--- config.mk ---
export PLATFORM = sky130hd
export DESIGN_NAME = ram_arbiter_flat
export DESIGN_NICKNAME = d
export VERILOG_FILES = /design/src/rtl/tinymips_pkg.sv /design/src/rtl/ram_arbiter_if.sv /design/src/rtl/ram_arbiter.sv /design/src/flat_wrapper.sv
export SDC_FILE = /design/constraint.sdc
export NUM_CORES = 1
export LEC_CHECK = 0
export BUFFER_PORTS_ARGS = -buffer_cell sky130_fd_sc_hd__buf_4
export CORE_MARGIN = 10
export CORE_UTILIZATION = 43
export DETAILED_ROUTE_END_ITERATION = 10
export GPL_TIMING_DRIVEN = 1
export PLACE_DENSITY = 0.83
export RECOVER_POWER = 100
export SLEW_MARGIN = 20
export SYNTH_ARGS = -nofsm -noshare
export SYNTH_HDL_FRONTEND = slang
export SYNTH_SLANG_ARGS = --single-unit
--- constraint.sdc ---
create_clock -name clk -period 3.19 [get_ports clk]
set_input_delay 0.638 -clock clk [delete_from_list [all_inputs] [get_ports clk]]
set_output_delay 0.638 -clock clk [all_outputs]
set_load 0.03 [all_outputs]
--- src/rtl/tinymips_pkg.sv ---
// Shared TinyMIPS constants: RAM geometry, arbiter burst limit and arbiter state encoding.
package tinymips_pkg;

  localparam int unsigned AW        = 8;
  localparam int unsigned DW        = 16;
  localparam int unsigned MAX_BURST = 4;

  typedef enum logic [1:0] {
    IDLE = 2'd0,
    OWN0 = 2'd1,
    OWN1 = 2'd2
  } arb_state_e;

endpackage

--- src/rtl/ram_arbiter_if.sv ---
// Bus between the two requesters (TinyMIPS core, loader/debug host), the arbiter and the blram.
//   req/lock/we/addr/wdata : per-port request signals
//   gnt/rvalid/rdata       : per-port responses
//   ram_we/ram_addr/ram_din/ram_dout : blram side
//   modport slave  : arbiter view
//   modport master : requester + blram view
interface ram_arbiter_if #(
  parameter int unsigned AW = tinymips_pkg::AW,
  parameter int unsigned DW = tinymips_pkg::DW
);

  logic          req0, req1;
  logic          lock0, lock1;
  logic          we0, we1;
  logic [AW-1:0] addr0, addr1;
  logic [DW-1:0] wdata0, wdata1;
  logic          gnt0, gnt1;
  logic          rvalid0, rvalid1;
  logic [DW-1:0] rdata;
  logic          ram_we;
  logic [AW-1:0] ram_addr;
  logic [DW-1:0] ram_din;
  logic [DW-1:0] ram_dout;

  modport slave (
    input  req0, req1, lock0, lock1, we0, we1, addr0, addr1, wdata0, wdata1, ram_dout,
    output gnt0, gnt1, rvalid0, rvalid1, rdata, ram_we, ram_addr, ram_din
  );

  modport master (
    output req0, req1, lock0, lock1, we0, we1, addr0, addr1, wdata0, wdata1, ram_dout,
    input  gnt0, gnt1, rvalid0, rvalid1, rdata, ram_we, ram_addr, ram_din
  );

endinterface

--- src/rtl/ram_arbiter.sv ---
// Two-port arbiter in front of a single-port blram with optional locked bursts.
// Ports:
//   clk  : sole clock, rising edge
//   rst  : asynchronous active-low reset
//   bus  : ram_arbiter_if.slave -- requester handshakes and blram signals
// Grants and the blram address/data/we are combinational so an access completes in its
// grant cycle; rvalid is registered to line up with the blram's 1-cycle read latency.
module ram_arbiter #(
  parameter int unsigned AW        = tinymips_pkg::AW,
  parameter int unsigned DW        = tinymips_pkg::DW,
  parameter int unsigned MAX_BURST = tinymips_pkg::MAX_BURST
) (
  input  logic          clk,
  input  logic          rst,
  ram_arbiter_if.slave  bus
);

  import tinymips_pkg::*;

  localparam int unsigned     CNT_W   = $clog2(MAX_BURST + 1);
  localparam logic [CNT_W-1:0] CNT_MAX = CNT_W'(MAX_BURST);
  localparam logic [CNT_W-1:0] CNT_ONE = CNT_W'(1);

  arb_state_e       r_state;
  logic             r_ptr;
  logic [CNT_W-1:0] r_cnt;
  logic             r_rvalid0;
  logic             r_rvalid1;

  logic             w_keep;
  logic             w_pri;
  logic             w_gnt0;
  logic             w_gnt1;
  logic             w_we;
  logic [AW-1:0]    w_addr;
  logic [DW-1:0]    w_din;

  // Grant decision: keep a locked owner unless it is capped with the other port waiting;
  // otherwise arbitrate, giving the non-owner priority when releasing.
  always_comb begin
    w_keep = 1'b0;
    w_pri  = r_ptr;
    w_gnt0 = 1'b0;
    w_gnt1 = 1'b0;
    case (r_state)
      OWN0: begin
        w_keep = bus.req0 & bus.lock0 & ~((r_cnt == CNT_MAX) & bus.req1);
        w_pri  = 1'b1;
      end
      OWN1: begin
        w_keep = bus.req1 & bus.lock1 & ~((r_cnt == CNT_MAX) & bus.req0);
        w_pri  = 1'b0;
      end
      default: ;
    endcase
    if (w_keep) begin
      w_gnt0 = (r_state == OWN0);
      w_gnt1 = (r_state == OWN1);
    end else if (bus.req0 & bus.req1) begin
      w_gnt0 = ~w_pri;
      w_gnt1 = w_pri;
    end else begin
      w_gnt0 = bus.req0;
      w_gnt1 = bus.req1;
    end
    // Everything facing the requesters and the blram is quiet while in reset.
    if (!rst) begin
      w_keep = 1'b0;
      w_gnt0 = 1'b0;
      w_gnt1 = 1'b0;
    end
  end

  // Route the granted port to the blram; zeros when idle.
  always_comb begin
    w_we   = 1'b0;
    w_addr = '0;
    w_din  = '0;
    if (w_gnt0) begin
      w_we   = bus.we0;
      w_addr = bus.addr0;
      w_din  = bus.wdata0;
    end else if (w_gnt1) begin
      w_we   = bus.we1;
      w_addr = bus.addr1;
      w_din  = bus.wdata1;
    end
  end

  // Ownership state, round-robin pointer, burst counter and read-valid pipeline.
  always_ff @(posedge clk or negedge rst) begin
    if (!rst) begin
      r_state   <= IDLE;
      r_ptr     <= 1'b0;
      r_cnt     <= '0;
      r_rvalid0 <= 1'b0;
      r_rvalid1 <= 1'b0;
    end else begin
      r_rvalid0 <= w_gnt0 & ~bus.we0;
      r_rvalid1 <= w_gnt1 & ~bus.we1;
      if (w_keep) begin
        if (r_cnt != CNT_MAX) begin
          r_cnt <= r_cnt + CNT_ONE;
        end
      end else if (w_gnt0 | w_gnt1) begin
        r_ptr <= w_gnt0;
        if (w_gnt0 & bus.lock0) begin
          r_state <= OWN0;
          r_cnt   <= CNT_ONE;
        end else if (w_gnt1 & bus.lock1) begin
          r_state <= OWN1;
          r_cnt   <= CNT_ONE;
        end else begin
          r_state <= IDLE;
          r_cnt   <= '0;
        end
      end else begin
        r_state <= IDLE;
        r_cnt   <= '0;
      end
    end
  end

  assign bus.gnt0     = w_gnt0;
  assign bus.gnt1     = w_gnt1;
  assign bus.ram_we   = w_we;
  assign bus.ram_addr = w_addr;
  assign bus.ram_din  = w_din;
  assign bus.rvalid0  = r_rvalid0;
  assign bus.rvalid1  = r_rvalid1;
  assign bus.rdata    = bus.ram_dout;

endmodule

--- src/flat_wrapper.sv ---
// flat-port wrapper written by rule: the top's interface ports become plain ports
module ram_arbiter_flat import tinymips_pkg::*;
#(
  parameter int unsigned AW        = tinymips_pkg::AW,
  parameter int unsigned DW        = tinymips_pkg::DW,
  parameter int unsigned MAX_BURST = tinymips_pkg::MAX_BURST
)
  (clk, rst, bus_req0, bus_req1, bus_lock0, bus_lock1, bus_we0, bus_we1, bus_addr0, bus_addr1, bus_wdata0, bus_wdata1, bus_ram_dout, bus_gnt0, bus_gnt1, bus_rvalid0, bus_rvalid1, bus_rdata, bus_ram_we, bus_ram_addr, bus_ram_din);
  ram_arbiter_if #(.AW(AW), .DW(DW)) bus_i ();
  input  logic clk;
  input  logic rst;
  input wire logic [$bits(bus_i.req0)-1:0] bus_req0;
  input wire logic [$bits(bus_i.req1)-1:0] bus_req1;
  input wire logic [$bits(bus_i.lock0)-1:0] bus_lock0;
  input wire logic [$bits(bus_i.lock1)-1:0] bus_lock1;
  input wire logic [$bits(bus_i.we0)-1:0] bus_we0;
  input wire logic [$bits(bus_i.we1)-1:0] bus_we1;
  input wire logic [$bits(bus_i.addr0)-1:0] bus_addr0;
  input wire logic [$bits(bus_i.addr1)-1:0] bus_addr1;
  input wire logic [$bits(bus_i.wdata0)-1:0] bus_wdata0;
  input wire logic [$bits(bus_i.wdata1)-1:0] bus_wdata1;
  input wire logic [$bits(bus_i.ram_dout)-1:0] bus_ram_dout;
  output wire logic [$bits(bus_i.gnt0)-1:0] bus_gnt0;
  output wire logic [$bits(bus_i.gnt1)-1:0] bus_gnt1;
  output wire logic [$bits(bus_i.rvalid0)-1:0] bus_rvalid0;
  output wire logic [$bits(bus_i.rvalid1)-1:0] bus_rvalid1;
  output wire logic [$bits(bus_i.rdata)-1:0] bus_rdata;
  output wire logic [$bits(bus_i.ram_we)-1:0] bus_ram_we;
  output wire logic [$bits(bus_i.ram_addr)-1:0] bus_ram_addr;
  output wire logic [$bits(bus_i.ram_din)-1:0] bus_ram_din;
  assign bus_i.req0 = bus_req0;
  assign bus_i.req1 = bus_req1;
  assign bus_i.lock0 = bus_lock0;
  assign bus_i.lock1 = bus_lock1;
  assign bus_i.we0 = bus_we0;
  assign bus_i.we1 = bus_we1;
  assign bus_i.addr0 = bus_addr0;
  assign bus_i.addr1 = bus_addr1;
  assign bus_i.wdata0 = bus_wdata0;
  assign bus_i.wdata1 = bus_wdata1;
  assign bus_i.ram_dout = bus_ram_dout;
  assign bus_gnt0 = bus_i.gnt0;
  assign bus_gnt1 = bus_i.gnt1;
  assign bus_rvalid0 = bus_i.rvalid0;
  assign bus_rvalid1 = bus_i.rvalid1;
  assign bus_rdata = bus_i.rdata;
  assign bus_ram_we = bus_i.ram_we;
  assign bus_ram_addr = bus_i.ram_addr;
  assign bus_ram_din = bus_i.ram_din;
  ram_arbiter #(.AW(AW), .DW(DW), .MAX_BURST(MAX_BURST)) u_core (.clk(clk), .rst(rst), .bus(bus_i));
endmodule
=== Word-level counts from Yosys, hierarchy flattened ===
Cells that the tools add are included.

* Reductions and logical operators: 1
* Muxes and demuxes: 23
* Equal/unequal tests: 5
* Bitwise logic cells: 18
* Add/subtract/negate cells: 1

{| class="wikitable"
|+ Operator list
! operator !! count
|-
| $mux W16 || 2
|-
| $mux W8 || 2
|-
| $mux W3 || 4
|-
| $and A1 B1 Y1 || 11
|-
| $mux W1 || 10
|-
| $mux W2 || 3
|-
| $not A1 Y1 || 6
|-
| $pmux W1 S2 || 2
|-
| $add A3 B1 Y3 const B || 1
|-
| $eq A3 B3 Y1 const B || 1
|-
| $ne A3 B3 Y1 const B || 1
|-
| $eq A2 B1 Y1 const B || 1
|-
| $eq A2 B2 Y1 const B || 1
|-
| $ne A2 B2 Y1 const B || 1
|-
| $reduce_and A2 Y1 || 1
|-
| $or A1 B1 Y1 || 1
|}

* Output and inout port bits: 45
* Bits in registers: 8
* Input bits: 72

=== Longest topological paths before layout ===
* Word-level depth: 12
* Depth in mapped cells: 8

=== Worst setup path after synthesis ===
No wires, ideal clock.

* Path kind: flip-flop to output port
* From: register u_core.r_state[0]
* To: output port bus_ram_we
* Setup slack: 0.201 ns
* Arrival time: 2.351 ns
* Required time: 2.552 ns
* Cell stages (with the launch flop): 7
* Path through: dfrtp_1 > inv_1 > ha_1 > a41o_1 > a21oi_4 > mux2i_1 > mux2_1

* Cells in the longest elaborated chain, start to end: 7

{| class="wikitable"
|+ Ends and longest elaborated chain
! element !! RTL line !! RTL
|-
| start: declaration || ram_arbiter.sv:24 || <nowiki>arb_state_e r_state;</nowiki>
|-
| start signal: assignment || ram_arbiter.sv:93 || <nowiki>r_state <= IDLE;</nowiki>
|-
| start signal: assignment || ram_arbiter.sv:108 || <nowiki>r_state <= OWN0;</nowiki>
|-
| start signal: assignment || ram_arbiter.sv:111 || <nowiki>r_state <= OWN1;</nowiki>
|-
| $eq A2 B2 Y1 or $eq A2 B1 Y1 (tied branches) || ram_arbiter.sv:45, ram_arbiter.sv:57 ||
|-
| $pmux W1 S2 || ram_arbiter.sv:45 || <nowiki>case (r_state)</nowiki>
|-
| $not A1 Y1 || ram_arbiter.sv:60 || <nowiki>w_gnt0 = ~w_pri;</nowiki>
|-
| $mux W1 || ram_arbiter.sv:59 || <nowiki>end else if (bus.req0 & bus.req1) begin</nowiki>
|-
| $mux W1 (*) || ram_arbiter.sv:56 || <nowiki>if (w_keep) begin</nowiki>
|-
| $mux W1 (*) || ram_arbiter.sv:67 || <nowiki>if (!rst) begin</nowiki>
|-
| via bus_gnt0 || flat_wrapper.sv:23 || <nowiki>output wire logic [$bits(bus_i.gnt0)-1:0] bus_gnt0;</nowiki>
|-
| $mux W1 (*) || ram_arbiter.sv:79 || <nowiki>if (w_gnt0) begin</nowiki>
|-
| end: declaration || flat_wrapper.sv:28 || <nowiki>output wire logic [$bits(bus_i.ram_we)-1:0] bus_ram_we;</nowiki>
|}

Mark *: on every way through the listed nets, which the timed path passes. The rest lies on a longest branch.

=== Worst setup path after layout ===
* From: register u_core.r_state[0]
* To: output port bus_ram_din[5]

* Cells in the longest elaborated chain, start to end: 7

{| class="wikitable"
|+ Ends and longest elaborated chain
! element !! RTL line !! RTL
|-
| $eq A2 B2 Y1 or $eq A2 B1 Y1 (tied branches) || ram_arbiter.sv:45, ram_arbiter.sv:58, ram_arbiter.sv:57 ||
|-
| $pmux W1 S2 || ram_arbiter.sv:45 ||
|-
| $mux W1 or $not A1 Y1 (tied branches) || ram_arbiter.sv:59, ram_arbiter.sv:60 ||
|-
| $mux W1, on equally long branches || ram_arbiter.sv:56, ram_arbiter.sv:59 ||
|-
| $mux W1, on equally long branches || ram_arbiter.sv:67, ram_arbiter.sv:56 ||
|-
| $mux W16 or $mux W1 (tied branches) || ram_arbiter.sv:83, ram_arbiter.sv:67 ||
|-
| $mux W16 (*) || ram_arbiter.sv:79 ||
|-
| end: declaration || flat_wrapper.sv:30 || <nowiki>output wire logic [$bits(bus_i.ram_din)-1:0] bus_ram_din;</nowiki>
|}

Every way passes the cells marked *; elsewhere a longest branch is shown, timed or not.

==> impl_metrics.toml <==
[status]
status = "completed"

[yosys]
synth_nets = 323
synthArstFlopShare_pct = 100
synthTopCellsByCount = "51 x mux2i_1, 35 x nand2_1, 28 x nand3_1"
ys_types = 33
synth-seq-cells = 8
ys_top_cells_by_area = "mux2i_1 28%, dfrtp_1 11%, and3_1 8.4%, nand3_1 7.8%, nand2_1 7.3%"
synth.avg_cell_area_um2 = 7.26
synth_top_area_cell = "mux2i_1"
synth_edf_count = 0
syn-cell-area_mm2 = 0.00179
synth-seq-area-share_pct = 11.2
yosys_most_used_dff = "dfrtp_1"
synth_most_common_cell = "mux2i_1"
synth_top_area_share_pct = 28.5
syn-instance-count = 247
yosys_warnings = 0

[final_layout]
multi_input_area_mm2 = 0.00131
nNetsFinal = 380
seq_area_um2 = 200
drive_above_1_share_pct = 32.1
syn2layout_area_growth_pct = 27.4
diodes = 0
fillCellCount = 415

[timing]
relSlewSlack_pct = 72.0
fin_skew_ns = 0.00274
setup-tns-final_ns = 0
tightest_slew_ns = 0.420
setup_viol = 0
rsz0062_at_grt = "no"
fmax_mhz = 327
whs_ns = 0.546
worst_slack_ns = 0.132
period_needed_ns = 3.06
hold_viol = 0
slew_violations = 0
timing.final.crit_share_pct = 95.9

[global_route]
grt_max_degree = 34
top_usage_layer = "met2"
grt_pass1_wl_mm = 8.65
antenna_found_initial = 0
gr-usage-all-layers_pct = 13.8
use_met1_pct = 14.7
globalRouteMet3Util_pct = 4.44
grt-ovfl-total = 0
gr-usage-met2_pct = 25.6
grt_pass1_vias = 1862

[cts]
cts_resized = 0
htree_levels = 1
cts_tree = "yes"
cts_buffers = 3
cts_root_buf = "clkbuf_8"
clock_sinks = 8
postCtsSetupBuffers = 0
worstSkewPairLatency_ns = 0.23
clkSlewWorstSetupHoldPaths_ns = 0.04
ctsHoldBuffers = 0
clockBufferDepth = 2

[hold_path]
hold_path_end = "u_core.r_state[0]$_DFFE_PN0N_"
holdPathStages = 2
hp-start = "u_core.r_state[0]$_DFFE_PN0N_"
hold_class = "reg2reg"

[worst_setup_path]
worst_r2r_endpoint = "u_core.bus.rvalid1$_DFF_PN0_"
worst_ep_arrival_time_ns = 2.42
criticalPathCategory = "reg2out"
reg2reg_depth = 7
path_cells = "inv_1 > ha_1 > mux2i_2 > o21a_1 > mux2_4 > mux2i_1 > buf_4"
path_max_fanout = 24
rr_startpoint = "u_core.r_state[0]$_DFFE_PN0N_"
crit_path_start_kind = "flop"
cp_slowest_cell = "mux2_4"
worst_setup_path_end_kind = "primary output"
rrSetupSlack_ns = 1.16
crit_required_ns = 2.55
cp_slowest_stage_delay_ns = 0.44
startpoint = "u_core.r_state[0]$_DFFE_PN0N_"

[placed_design]
preCtsSetupSlack_ns = 0.284
place_congestion = 0.812
hpwlAfterDp_mm = 4.30
port_buffers = 84

[routing]
routed_wl_mm = 5.52
via_per_inst = 5.51
firstDrtPassIters = 4
routedWlPerCell_um = 15.7
dr.first_iter.drc_count = 94
via_count = 1941
drc = 0
ant_nets = 0

[floorplan]
die-area_mm2 = 0.00715
core_mm2 = 0.00403
dieWidth_um = 84.6
row_count = 23
io_pins = 117
start_util_pct = 44.5
dieHeight_um = 84.6

[pwr]
ir_worst_vdd_uv = 137
power.density_mw_per_mm2 = 249
leakagePower_nw = 1.13

[run]
drv_cap = 0
==> metrics by stage <==
step / utilization (%) / power, W / cells / instance area, µm²
floorplan: - / 0.000374 / 247 / 1790
global placement: 57.0 / 0.000455 / 349 / 2300
detailed placement: 57.0 / 0.000464 / 349 / 2300
CTS: 58.0 / 0.000587 / 352 / 2340
global route: 56.7 / 0.000610 / 352 / 2280
finish: 56.7 / 0.000568 / 352 / 2280
==> sequential cells by signal, summed over array words and instances, names as in the netlist <==
name / cells
u_core.r_state: 2
u_core.bus.rvalid0: 1
u_core.r_ptr: 1
u_core.r_cnt: 3
u_core.bus.rvalid1: 1
==> final cells by class <==
type                       instances  share of cell area, %
sequential                         8                   8.76
tap                               50                   2.74
timing repair buffer              94                   28.5
clock buffer                       3                   1.81
inverter                           6                  0.986
multi-input combinational        191                   57.2
==> kinds of logic after synthesis <==
logic type      after synthesis  share of synthesized area (%)
mux                          54                           30.6
compound gates               36                           12.3
simple gates                 96                           26.5
flops                         8                           11.2
xor+xnor                      1                          0.489
buf+inv                      48                           16.2
fa+ha+maj                     4                           2.79
==> where the power goes <==
| part | internal [W] | switching (W) | leakage [nW] |
|---|---|---|---|
| Sequential | 0.000108 | 0.00000461 | 0.107 |
| Clock | 0.0000818 | 0.0000399 | 0.0216 |
| Combinational | 0.000138 | 0.000196 | 1.00 |
| Total | 0.000328 | 0.000241 | 1.13 |
==> worst max path at each step <==
stage | to | cells past startpoint
6_report | bus_ram_din[5] | 7
5_1_grt | bus_ram_din[5] | 7
4_1_cts | bus_ram_din[5] | 7
3_5_place_dp | bus_ram_din[5] | 7
3_3_place_gp | bus_ram_din[14] | 7
2_1_floorplan | bus_ram_we | 6
==> worst max-delay path: cells and delay by family (launching register included) <==
| kind | cells | cell delay [ns] |
|---|---|---|
| AO/OA/AOI/OAI | 1 | 0.19 |
| adder cells (fa/ha/maj) | 1 | 0.33 |
| buffers and inverters | 2 | 0.25 |
| flip-flops | 1 | 0.36 |
| multiplexers | 3 | 1.05 |
==> metal layers <==
metal	routed length, µm	part of all wire [%]	up-vias
met2	2880	52	59
met5	0	0	-
met4	32	0.58	0
met3	402	7.3	4
li1	-	-	962
met1	2210	40	916
==> cell usage in the layout, fill, tap and decap left out, types with 2 or more instances in the layout <==
| cell | Yosys | layout |
|---|---|---|
| buf_4 | 17 | 71 |
| mux2i_1 | 51 | 50 |
| nand2_1 | 35 | 35 |
| nand3_1 | 28 | 28 |
| a21oi_1 | 26 | 26 |
| and3_1 | 24 | 24 |
| buf_2 | 5 | 16 |
| dfrtp_1 | 8 | 8 |
| inv_1 | 6 | 6 |
| ha_1 | 4 | 4 |
| nor2b_1 | 3 | 3 |
| clkbuf_8 | 0 | 3 |
| clkbuf_1 | 13 | 3 |
| clkbuf_4 | 0 | 3 |
| mux2_1 | 1 | 2 |
| nor2_1 | 2 | 2 |
| a21boi_1 | 2 | 2 |
Power figures use the tool's default switching activity.
